**config.mk**
```make
export PLATFORM = sky130hd
export DESIGN_NAME = mulu256
export DESIGN_NICKNAME = d
export VERILOG_FILES = /design/src/rtl/mulu256_pkg.sv /design/src/rtl/mulu256.sv
export SDC_FILE = /design/constraint.sdc
export NUM_CORES = 2
export LEC_CHECK = 0
export CORE_ASPECT_RATIO = 0.9
export CORE_UTILIZATION = 40
export CTS_CLUSTER_DIAMETER = 60
export DETAILED_ROUTE_END_ITERATION = 8
export PLACE_DENSITY = 0.6
export SETUP_SLACK_MARGIN = 0.3
export SLEW_MARGIN = 25
export SYNTH_ARGS = -nofsm -noshare
export SYNTH_HDL_FRONTEND = slang
export SYNTH_SLANG_ARGS = --single-unit
```
**constraint.sdc**
```tcl
create_clock -name clk -period 4 [get_ports clk]
set_clock_uncertainty 0.1 [all_clocks]
set_input_delay 0.8 -clock clk [delete_from_list [all_inputs] [get_ports clk]]
set_output_delay 0.8 -clock clk [all_outputs]
set_load 0.005 [all_outputs]
```
**src/rtl/mulu256_pkg.sv**
```systemverilog
// Types and constants shared by the wide unsigned arithmetic blocks (mulu256, divu256).
package mulu256_pkg;

  localparam int unsigned DEFAULT_N = 256;

  typedef enum logic [2:0] {
    IDLE = 3'd0,
    LOAD = 3'd1,
    CALC = 3'd2,
    DONE = 3'd3
  } state_t;

endpackage

```
**src/rtl/mulu256.sv**
```systemverilog
// Sequential radix-2 shift-add unsigned multiplier: one product bit per CALC cycle,
// zero operands short-circuit straight from LOAD to DONE.
module mulu256
  import mulu256_pkg::*;
#(
  parameter int unsigned N = DEFAULT_N
) (
  input  logic         clk,
  input  logic         rst,
  input  logic         start,
  input  logic [N-1:0] mcnd,
  input  logic [N-1:0] mplr,
  output logic [N-1:0] prod_hi,
  output logic [N-1:0] prod_lo,
  output logic         zro,
  output logic [2:0]   state,
  output logic         data_rdy
);

  localparam int unsigned CW = $clog2(N + 1);

  state_t cur, nxt;

  logic [N-1:0]   mcnd_q, mplr_q;
  logic [2*N:0]   acc;
  logic [2*N-1:0] acc_step;
  logic [N:0]     sum;
  logic [CW-1:0]  cnt;
  logic           zero_op, last_step;

  assign zero_op   = (mcnd_q == '0) || (mplr_q == '0);
  assign last_step = (cnt == CW'(1));
  assign state     = cur;
  assign data_rdy  = (cur == DONE);

  // Upper half is N+1 bits so the add cannot lose its carry; the step's shifted-out
  // top bit is always zero and is re-inserted when the accumulator is written.
  // NOTE: every signal written in always_comb gets a value on every path, so no latch is inferred.
  always_comb begin
    sum      = acc[2*N:N] + (acc[0] ? {1'b0, mcnd_q} : {(N+1){1'b0}});
    acc_step = {sum, acc[N-1:1]};
  end

  // NOTE: sequential state uses non-blocking assignments so all registers update together at the edge.
  always_ff @(posedge clk or negedge rst) begin
    if (!rst) cur <= IDLE;
    else      cur <= nxt;
  end

  always_comb begin
    nxt = cur;
    case (cur)
      IDLE:    if (start) nxt = LOAD;
      LOAD:    nxt = zero_op ? DONE : CALC;
      CALC:    if (last_step) nxt = DONE;
      DONE:    if (start) nxt = LOAD;
      default: nxt = IDLE;
    endcase
  end

  always_ff @(posedge clk or negedge rst) begin
    if (!rst) begin
      mcnd_q  <= '0;
      mplr_q  <= '0;
      acc     <= '0;
      cnt     <= '0;
      prod_hi <= '0;
      prod_lo <= '0;
      zro     <= 1'b0;
    end else begin
      case (cur)
        IDLE, DONE: begin
          if (start) begin
            mcnd_q  <= mcnd;
            mplr_q  <= mplr;
            acc     <= '0;
            prod_hi <= '0;
            prod_lo <= '0;
          end
        end
        LOAD: begin
          if (zero_op) begin
            zro     <= 1'b1;
            prod_hi <= '0;
            prod_lo <= '0;
          end else begin
            zro <= 1'b0;
            cnt <= CW'(N);
            acc <= {{(N+1){1'b0}}, mplr_q};
          end
        end
        CALC: begin
          acc <= {1'b0, acc_step};
          cnt <= cnt - CW'(1);
          // Outputs change only on the final step, so partial products never appear.
          if (last_step) {prod_hi, prod_lo} <= acc_step;
        end
        default: ;
      endcase
    end
  end

endmodule

```
==> flow_summary_export.csv <==
group,metric,value,unit
logic_synthesis,synth_top_area_share,46.6,%
logic_synthesis,synth-simple-area-share,15.8,%
final_layout,mostFrequentLayoutCells,"2218 x buf_4, 1569 x nand2_1, 1547 x dfrtp_1",
timing,hold_viol_final,0,
timing,relSlewSlack,7.59,%
floorplanning,ios,1032,
critical_path,max_stage_delay,0.52,ns
logic_synthesis,synth_compound_area_share,20.5,%
routing,dr.pass1.iters,8,
timing,slew_viol_final,0,
routing,vias_per_cell,5.70,
logic_synthesis,ys_types,92,
timing,fmax,0.208,GHz
logic_synthesis,syn_inst,8849,
logic_synthesis,syn-num-nets,9627,
global_routing,first_global_vias,83000,
logic_synthesis,synthXorXnorAreaFrac,2.69,%
timing,setup_viol,889,
critical_path,critPathRequiredTime,4.61,ns
placed_design,dp_cells,14300,
placed_design,port_buffers,1030,
critical_path,critPathSlowestCell,"dfrtp_4",
final_layout,nFillCells,18000,
critical_path,arrival,5.41,ns
clocking,cts_root_buf,"clkbuf_16",
clocking,clk_pin_slew,0.06,ns
clocking,htree_levels,4,
logic_synthesis,syn-mean-instance-area,9.39,µm²
timing,fin_setup_tns,-230.32,ns
placed_design,place.gp.congestion,1.07,
critical_path,end_kind,"register",
final_layout,mostFrequentLayoutCell,"buf_4",
logic_synthesis,ys_warn_count,0,
logic_synthesis,netlist_area,83100,µm²
floorplanning,die_y,434,µm
placed_design,dp_hpwl,310000,µm
outcome,status,"finished, violations left",
final_layout,final_cell_count_no_fill,14700,
global_routing,overflow,0,
routing,vias,83800,
timing,rsz0062_at_grt,"yes",
routing,wl_per_cell,26.8,µm
final_layout,syn2layout_area_growth,48.4,%
pwr,power_density,271,nW/µm²
logic_synthesis,synth-seq-area-share,46.6,%
clocking,cts_tree,"built",
critical_path,path_class,"register to register",
global_routing,grt_pass1_wl,565000,µm
floorplanning,die_w,482,µm
placed_design,dp_slack,-1.66,ns
clocking,insertion_delay,0.88,ns
logic_synthesis,synth-main-ff-cell,"dfrtp_1",
logic_synthesis,synth_largest_area_cell,"dfrtp_1",
floorplanning,start_util,40.3,%
pwr,peakVddDrop,351,µV
floorplanning,dieArea,210000,µm²
logic_synthesis,async_flop_share,100,%
routing,drt_iter0_drc,7756,
job,maxCapViolCount,0,
global_routing,grt_max_degree,208,
clocking,cts_sinks,1548,
global_routing,antenna_found_initial,72,
logic_synthesis,ys_top_cells_by_area,"dfrtp_1 47%, nand2_1 7.2%, mux2_2 7.0%",
logic_synthesis,synth_mux_area_share,7.00,%
outcome,failed_checks,"setup timing",
worst_hold_path,hp-class,"register to register",
routing,ant_nets,0,
timing,min_period,4.80,ns
final_layout,drive_above_1_share,31.1,%
critical_path,crit_path_max_fanout,9,
critical_path,crit_chain,"buf_12 -> buf_16 -> and2_4 -> ha_4 -> buf_6 -> nand4_1 -> buf_4 -> or2_4 -> o221a_4 -> a2111oi_4 -> o2111a_1 -> o2111a_2 -> buf_6 -> nor2_2 -> o31ai_2 -> buf_4 -> a31oi_4 -> xnor2_1 -> a22o_1",
timing,fin_crit_sh,120,%
floorplanning,rows,158,
floorplanning,core,206000,µm²
logic_synthesis,ys_seq_elements,1548,
routing,drc,0,
global_routing,grt_use_total,36.6,%
timing,setup_ws,-0.800,ns
routing,routed_wl,394000,µm
pwr,p_total,33.5,mW
critical_path,crit_path_start_kind,"register",
logic_synthesis,synthAdderAreaFrac,3.97,%
clocking,cts_inserted_buffers,174,
pwr,p_leak,56.6,nW
logic_synthesis,synth_edf_count,0,
logic_synthesis,synth_top_family_by_area,"compound AO/OA/AOI/OAI gates",
final_layout,layout.nets,12600,
clocking,cts_buffer_depth,3,
timing,timing_worst_slew_pin_value,1.39,ns
==> layout make-up <==
type | instances | area, µm² | area share (%)
timing repair buffer | 3393 | 29600 | 24.0
multi-input combinational | 6562 | 45000 | 36.5
clock inverter | 75 | 1080 | 0.880
sequential | 1548 | 38700 | 31.4
tap | 2720 | 3400 | 2.76
antenna | 45 | 113 | 0.0913
clock buffer | 241 | 4950 | 4.01
inverter | 125 | 469 | 0.380
==> power breakdown <==
group	switching, mW	internal (mW)
clock network	7.21	9.63
registers	0	15.7
logic	0.471	0.493
==> cell usage after synthesis, types with 26 or more instances <==
| cell type | count |
|---|---|
| a31oi_1 | 46 |
| dfrtp_1 | 1548 |
| a21oi_1 | 540 |
| mux2_2 | 513 |
| a21boi_0 | 27 |
| o21ai_0 | 811 |
| o21a_1 | 47 |
| buf_2 | 34 |
| a21o_1 | 104 |
| o31ai_1 | 358 |
| clkbuf_1 | 564 |
| a22oi_1 | 261 |
| nor4_1 | 178 |
| and2_1 | 293 |
| nand2_1 | 1588 |
| inv_1 | 125 |
| nor2_1 | 323 |
| nand3_1 | 60 |
| o21bai_1 | 91 |
| nand4_1 | 204 |
| nor3_1 | 87 |
| xnor2_1 | 157 |
| ha_1 | 262 |
| a22o_1 | 198 |
| xor2_1 | 98 |
| nand2b_1 | 26 |
==> worst paths after layout <==
path	from	end	slack (ns)	cells past startpoint
max reg2reg	acc[0]	prod_hi[196]	-0.80	19
max in group asynchronous	rst	mplr_q[126]	1.97	3
min	prod_hi[135]	prod_hi[135]	0.37	2
min reg2reg	prod_hi[135]	prod_hi[135]	0.37	2
min in group asynchronous	rst	mcnd_q[87]	0.51	2
max	acc[0]	prod_hi[196]	-0.80	19
==> metrics by stage <==
step / hold slack [ns] / instance area [µm²] / utilization, %
after floorplan: 0.355 / 83600 / -
after global placement: 0.357 / 113000 / 54.8
after detailed placement: 0.360 / 113000 / 54.8
after CTS: 0.374 / 122000 / 59.1
after global routing: 0.399 / 123000 / 59.8
final: 0.372 / 123000 / 59.8
==> kinds of logic (layout without fill, tap and decap cells) <==
| logic type | Yosys count | count (layout) |
|---|---|---|
| simple gates | 2863 | 2863 |
| compound gates | 2663 | 2663 |
| flops | 1548 | 1548 |
| buf+inv | 739 | 3834 |
| mux | 517 | 517 |
| fa+ha+maj | 263 | 263 |
| xor+xnor | 255 | 255 |
| other cells | 1 | 46 |
==> flip-flops by register name (all words and copies together), names as in the netlist <==
signal and flops:
prod_hi 256, cnt 9, zro 1, acc 512
mcnd_q 256, state 2, prod_lo 256, mplr_q 256
==> metal layers <==
layer	part of all wire, %	GRT usage (%)
met5	0.060	0
met4	6.3	20.7
met3	7.3	7.14
met2	45	56.2
met1	42	48.4
==> what timing repair did <==
| action | in CTS | in global routing |
|---|---|---|
| hold endpoints to repair | 60 | 0 |
| gates cloned | 8 | 2 |
| setup endpoints to repair | 1031 | 1033 |
| gates resized for setup | 453 | 251 |
| pin swaps | 105 | 70 |
| setup buffers | 64 | 17 |
| hold buffers | 1 | 0 |
==> critical path, delay by kind of cell, from the launching register on <==
kind	cells	cell delay, ns
simple gates	4	0.69
xor+xnor	1	0.16
buf+inv	6	1.02
compound gates	7	1.90
fa+ha+maj	1	0.27
flops	1	0.52
Power figures use the tool's default switching activity.
